### config.mk
export PLATFORM = sky130hd
export DESIGN_NAME = uart_rx
export DESIGN_NICKNAME = d
export VERILOG_FILES = /design/src/rtl/uart_pkg.sv /design/src/rtl/uart_sync_2ff.sv /design/src/rtl/uart_rx.sv
export SDC_FILE = /design/constraint.sdc
export NUM_CORES = 1
export LEC_CHECK = 0
export ABC_AREA = 1
export BUFFER_PORTS_ARGS = -buffer_cell sky130_fd_sc_hd__buf_2
export CAP_MARGIN = 15
export CORE_MARGIN = 2
export CORE_UTILIZATION = 35
export DETAILED_ROUTE_END_ITERATION = 7
export PLACE_DENSITY = 0.58
export SLEW_MARGIN = 0
export SYNTH_ARGS = -nofsm -noshare
export SYNTH_HDL_FRONTEND = slang
export SYNTH_SLANG_ARGS = --single-unit
### constraint.sdc
create_clock -name i_Clock -period 3.8 [get_ports i_Clock]
set_input_delay 0 -clock i_Clock [delete_from_list [all_inputs] [get_ports i_Clock]]
set_output_delay 0 -clock i_Clock [all_outputs]
set_load 0.02 [all_outputs]
### src/rtl/uart_pkg.sv
// Shared UART types and helpers: rx FSM encoding and the mid-bit offset.
package uart_pkg;

    typedef enum logic [2:0] {
        IDLE      = 3'd0,
        START     = 3'd1,
        DATA      = 3'd2,
        STOP      = 3'd3,
        WAIT_IDLE = 3'd4
    } rx_state_t;

    function automatic int half_bit(input int clks);
        return (clks - 1) / 2;
    endfunction

endpackage

### src/rtl/uart_sync_2ff.sv
// Two-flop synchroniser for an asynchronous single-bit input.
module uart_sync_2ff #(
    parameter logic RST_VAL = 1'b0
) (
    input  logic i_Clock,
    input  logic i_Rst_L,
    input  logic d,
    output logic q
);

    logic meta;

    always_ff @(posedge i_Clock or negedge i_Rst_L) begin
        if (!i_Rst_L) begin
            meta <= RST_VAL;
            q    <= RST_VAL;
        end else begin
            meta <= d;
            q    <= meta;
        end
    end

endmodule

### src/rtl/uart_rx.sv
// 8N1 UART receiver: start-glitch rejection, mid-bit sampling, framing-error flag.
module uart_rx
    import uart_pkg::*;
#(
    parameter int CLKS_PER_BIT = 217
) (
    input  logic       i_Clock,
    input  logic       i_Rst_L,
    input  logic       i_RX_Serial,
    output logic       o_RX_DV,
    output logic [7:0] o_RX_Byte,
    output logic       o_RX_Active,
    output logic       o_Frame_Err
);

    localparam int              CNT_W = $clog2(CLKS_PER_BIT) + 1;
    localparam logic [CNT_W-1:0] HALF = CNT_W'(half_bit(CLKS_PER_BIT));
    localparam logic [CNT_W-1:0] LAST = CNT_W'(CLKS_PER_BIT - 1);
    localparam logic [CNT_W-1:0] ONE  = CNT_W'(1);

    logic             r_sync;
    rx_state_t        state, state_n;
    logic [CNT_W-1:0] count, count_n;
    logic [2:0]       index, index_n;
    logic [7:0]       r_byte, r_byte_n, rx_byte_n;
    logic             dv_n, ferr_n, active_n;

    // Idle-high line: reset value 1 keeps reset release from looking like a start bit.
    uart_sync_2ff #(.RST_VAL(1'b1)) u_sync (
        .i_Clock (i_Clock),
        .i_Rst_L (i_Rst_L),
        .d       (i_RX_Serial),
        .q       (r_sync)
    );

    always_ff @(posedge i_Clock or negedge i_Rst_L) begin
        if (!i_Rst_L) begin
            state       <= IDLE;
            count       <= '0;
            index       <= '0;
            r_byte      <= '0;
            o_RX_Byte   <= '0;
            o_RX_DV     <= 1'b0;
            o_Frame_Err <= 1'b0;
            o_RX_Active <= 1'b0;
        end else begin
            state       <= state_n;
            count       <= count_n;
            index       <= index_n;
            r_byte      <= r_byte_n;
            o_RX_Byte   <= rx_byte_n;
            o_RX_DV     <= dv_n;
            o_Frame_Err <= ferr_n;
            o_RX_Active <= active_n;
        end
    end

    always_comb begin
        state_n = state;
        case (state)
            IDLE:      if (!r_sync) state_n = START;
            START:     if (count >= HALF) state_n = r_sync ? IDLE : DATA;
            DATA:      if (count >= LAST && index == 3'd7) state_n = STOP;
            STOP:      if (count >= LAST) state_n = r_sync ? IDLE : WAIT_IDLE;
            // A held-low break line must not be mistaken for a new start bit.
            WAIT_IDLE: if (r_sync) state_n = IDLE;
            default:   state_n = IDLE;
        endcase
    end

    always_comb begin
        count_n   = count;
        index_n   = index;
        r_byte_n  = r_byte;
        rx_byte_n = o_RX_Byte;
        dv_n      = 1'b0;
        ferr_n    = 1'b0;
        active_n  = o_RX_Active;
        case (state)
            START: begin
                if (count < HALF) begin
                    count_n = count + ONE;
                end else begin
                    count_n = '0;
                    if (!r_sync) active_n = 1'b1;
                end
            end
            DATA: begin
                if (count < LAST) begin
                    count_n = count + ONE;
                end else begin
                    count_n         = '0;
                    r_byte_n[index] = r_sync;
                    index_n         = (index == 3'd7) ? 3'd0 : index + 3'd1;
                end
            end
            STOP: begin
                if (count < LAST) begin
                    count_n = count + ONE;
                end else begin
                    count_n  = '0;
                    active_n = 1'b0;
                    if (r_sync) begin
                        rx_byte_n = r_byte;
                        dv_n      = 1'b1;
                    end else begin
                        ferr_n = 1'b1;
                    end
                end
            end
            default: begin
                // IDLE, WAIT_IDLE and illegal encodings
                count_n  = '0;
                index_n  = '0;
                active_n = 1'b0;
            end
        endcase
    end

endmodule

==> results list <==
* Core area: 0.00479 mm^2
- In the post-synthesis netlist, the cell with the most instances is sky130_fd_sc_hd__nand2_1.
- Number of sinks on the clock net: 36
- Category of cells accounting for the largest share of critical-path delay: flip-flops
- Number of global-route vias before repair: 1,219
- The number of setup buffers added after CTS is 0.
* Placement Rows: 25
- TritonCTS built the clock tree.
* Count of fill cells added during filler insertion: 482
- Internal power comes to 752 uW.
- The count of buffers added on input and output ports is 13.
* Starting DRT DRC Count: 55
- For this run, the slowest stage of the critical path takes 0.46 ns.
* Clock tree root buffer cell: sky130_fd_sc_hd__clkbuf_8
* First-pass GRT wire length: 5380 um
* Pin count of the biggest net entering global routing: 37
- Worst Path Arrival: 1.66 ns
- Async SR Flop Fraction: 100%
- Data on the critical path is required at its endpoint by 4.02 ns.
- After routing the design area is 0.00201 mm^2.
- In this run the count of I/O pins placed on the die edge is 14.
* Max-slew headroom: 47.4%
- At the end of the flow the core is filled with cells to 41.9%.
* CP bufs+invs: 1
- The critical path in this run is classified as flop to flop.
- Measured along the x axis, the die boundary spans 74.9 um.
- Setup repair after global routing left no endpoint under its margin.
- Max FO, Critical Path: 7
- Average detailed-routed wire length per instance: 10.4 um
- The first detailed-routing pass ran for 4 iterations.
* Post-Syn Nets: 214
- Remaining routing DRC violations: 0
* Max Cap Viol: 0
- Counting along the longest clock path gives a buffer depth of 2.
- The worst hold path belongs to the class input port to async pin.
* Share of power burned in combinational logic: 28.3%
- The critical path goes through ha_1 -> ha_1 -> nand3b_1 -> inv_1 -> nand2_1 -> o21ai_0.
- Share of layout cells above drive strength 1: 17.6%
* Number of buffers inserted during clock tree synthesis: 5
- Number of synthesized flops with an enable pin: 0
- Summed over all layers, the routed wires come to 3070 um.
- The max-slew violation count is 0.
- Commonest register cell after synthesis: sky130_fd_sc_hd__dfrtp_1
- The Yosys step of the flow raised 0 warnings.
- The placed instances occupy a cell area of 0.00188 mm^2.
- Post-synthesis register bit count: 36
* Global placement routability congestion: 0.802
- Power Dens Cells: 586 mW/mm^2
* Max Clock Skew: 0.00605 ns
- A synthesized cell averages 8.49 um^2.
- Total die area: 0.00561 mm^2
- List of most frequent post-synthesis cells: sky130_fd_sc_hd__nand2_1 (65), sky130_fd_sc_hd__dfrtp_1 (34), sky130_fd_sc_hd__nor2_1 (22), sky130_fd_sc_hd__inv_1 (20), sky130_fd_sc_hd__nand3_1 (17)
* Net switching power: 425 uW
- Net switching is 36.1% of the power.
- Worst-path cell with the longest stage delay: sky130_fd_sc_hd__dfrtp_1
* Cell Area, Synth: 0.00176 mm^2
- Final sum of negative setup slack: 0 ns
- Synthesis produced 207 cells.
- For this design the static power due to leakage is 0.00102 uW.
* Critical path launch point type: flop
- Global routing finished with a remaining overflow of 0.
* Timing-limited maximum frequency: 691 MHz
- Initial antenna violation count: 0
- Ranked by total cell area, the synthesized netlist is headed by sky130_fd_sc_hd__dfrtp_1 (48%), sky130_fd_sc_hd__nand2_1 (14%), sky130_fd_sc_hd__nand3_1 (4.8%).
* Max H-tree Level: 2
- Slew at the pin closest to its max-slew limit: 0.790 ns
- Starting utilization of the core area: 36.7%
* Combined global-route utilization of all metal layers: 12.8%
* Clk slew on worst S/H paths: 0.08 ns
* Final Critical Period: 1.45 ns
* Portion of the post-synthesis area used by sequential elements: 51.4%
- In this run, the clock network consumes 28.6% of the power.
* Detail Route Antenna Nets: 0
- Detailed placement finished with a half-perimeter wire length of 2100 um.
- Die Height: 74.9 um
- Final critical-path share of the clock period: 38.1%
- The area growth from synthesis to layout is 14.2%.
- The final count of hold timing violations was 0.
* Worst setup EP type: flop
- Setup-failing EPs final: 0
- Cell taking the most area after synthesis: sky130_fd_sc_hd__dfrtp_1
- NumNets Final: 233
- 0 antenna diodes ended up in the layout.
- Insertion delay to the later sink of the worst-skew pair: 0.29 ns
- Most frequent cell on the critical path: sky130_fd_sc_hd__ha_1
* Sequential group share of total power: 43.1%
- The top cell type by area accounts for 48.4% of the synthesized area.
- Count of different cell masters after synthesis: 27
- The run finished with clean final reports.
- Vias: 1,276
- Using the TritonRoute via totals, the vias-per-cell ratio works out to 4.34.
- VDD IR-drop max: 0.207 mV
-- path summary, 6_finish.rpt --
| check | startpoint | to | slack [ns] | depth (start not counted) |
|---|---|---|---|---|
| max in group asynchronous | i_Rst_L | r_byte[0] | 2.97 | 2 |
| hold / removal | i_Rst_L | count[3] | 0.33 | 2 |
| setup reg to reg | index[0] | index[0] | 2.35 | 6 |
| setup / recovery | index[0] | index[0] | 2.35 | 6 |
| hold reg to reg | u_sync.meta | u_sync.q | 0.36 | 0 |
| min in group i_Clock | i_RX_Serial | u_sync.meta | 0.35 | 2 |
-- placed cells by master (no fill, tap or decap), drive strengths merged --
master,instances
nand4,4
ha,4
clkbuf,5
xnor2,1
buf,13
conb,1
a21oi,2
nand3b,1
dfstp,2
bufinv,1
inv,24
clkinv,2
xor2,4
dlygate4sd3,2
nand2,68
clkinvlp,1
o21ai,11
nand3,21
dfrtp,34
nor2,26
-- power groups by stage --
stage | clock, uW | sequential [uW] | combinational [uW]
floorplan | 0 | 528 | 244
global placement | 0 | 514 | 334
detailed placement | 0 | 513 | 337
CTS | 350 | 507 | 337
global route | 362 | 518 | 381
finish | 336 | 507 | 333
-- sequential cells by signal, summed over array words and instances (netlist names) --
register     cells
count            9
o_Frame_Err      1
u_sync.meta      1
u_sync.q         1
o_RX_Byte        8
index            3
o_RX_Active      1
o_RX_DV          1
r_byte           8
state            3
-- repair_timing --
item | CTS | global route
gates resized for setup | 0 | 0
hold buffers | 2 | 0
hold endpoints to repair | 35 | 0
-- per-layer routing --
| metal | global-route usage [%] | up-vias | routed length [um] |
|---|---|---|---|
| met1 | 16.3 | 574 | 1450 |
| met5 | 0 | - | 0 |
| met4 | 5.95 | 0 | 42 |
| met3 | 4.02 | 4 | 109 |
| li1 | - | 681 | - |
| met2 | 19.9 | 17 | 1460 |
-- worst register-to-register path: cells and delay by family, from the launching register on --
kind | cells | cell delay, ns
AOI/OAI and AO/OA | 1 | 0.15
adders and majority gates | 2 | 0.42
and+or+nand+nor | 2 | 0.24
DFF | 1 | 0.46
buffers and inverters | 1 | 0.10
-- kinds of logic (layout without fill, tap and decap cells) --
group	count (synthesis)	count (layout)	share of synthesized area, %
adders and majority gates	4	4	2.85
xor gates and xnor gates	5	5	2.49
AOI/OAI and AO/OA	13	13	3.91
buffers and inverters	28	48	7.40
and+or+nand+nor	120	120	31.7
other	1	1	0.213
DFF	36	36	51.4
-- layout make-up --
| cell class | instances | area, um^2 | share of cell area, % |
|---|---|---|---|
| clock buffers | 5 | 68.8 | 3.43 |
| clock inverters | 3 | 42.5 | 2.12 |
| inverters | 25 | 98.8 | 4.93 |
| multi-input cells | 143 | 724 | 36.1 |
| flip-flops and latches | 36 | 903 | 45.0 |
| well taps | 67 | 83.8 | 4.18 |
| repair buffers | 15 | 85.1 | 4.24 |
-- metrics by stage --
| stage | cells | hold slack [ns] | setup slack (ns) | power, uW |
|---|---|---|---|---|
| floorplan | 207 | -0.296 | 2.52 | 772 |
| global placement | 284 | 0.105 | 2.45 | 847 |
| detailed placement | 284 | 0.106 | 2.39 | 849 |
| CTS | 294 | 0.336 | 2.37 | 1190 |
| global route | 294 | 0.357 | 2.26 | 1260 |
| finish | 294 | 0.329 | 2.35 | 1180 |
Power figures use the tool's default switching activity.
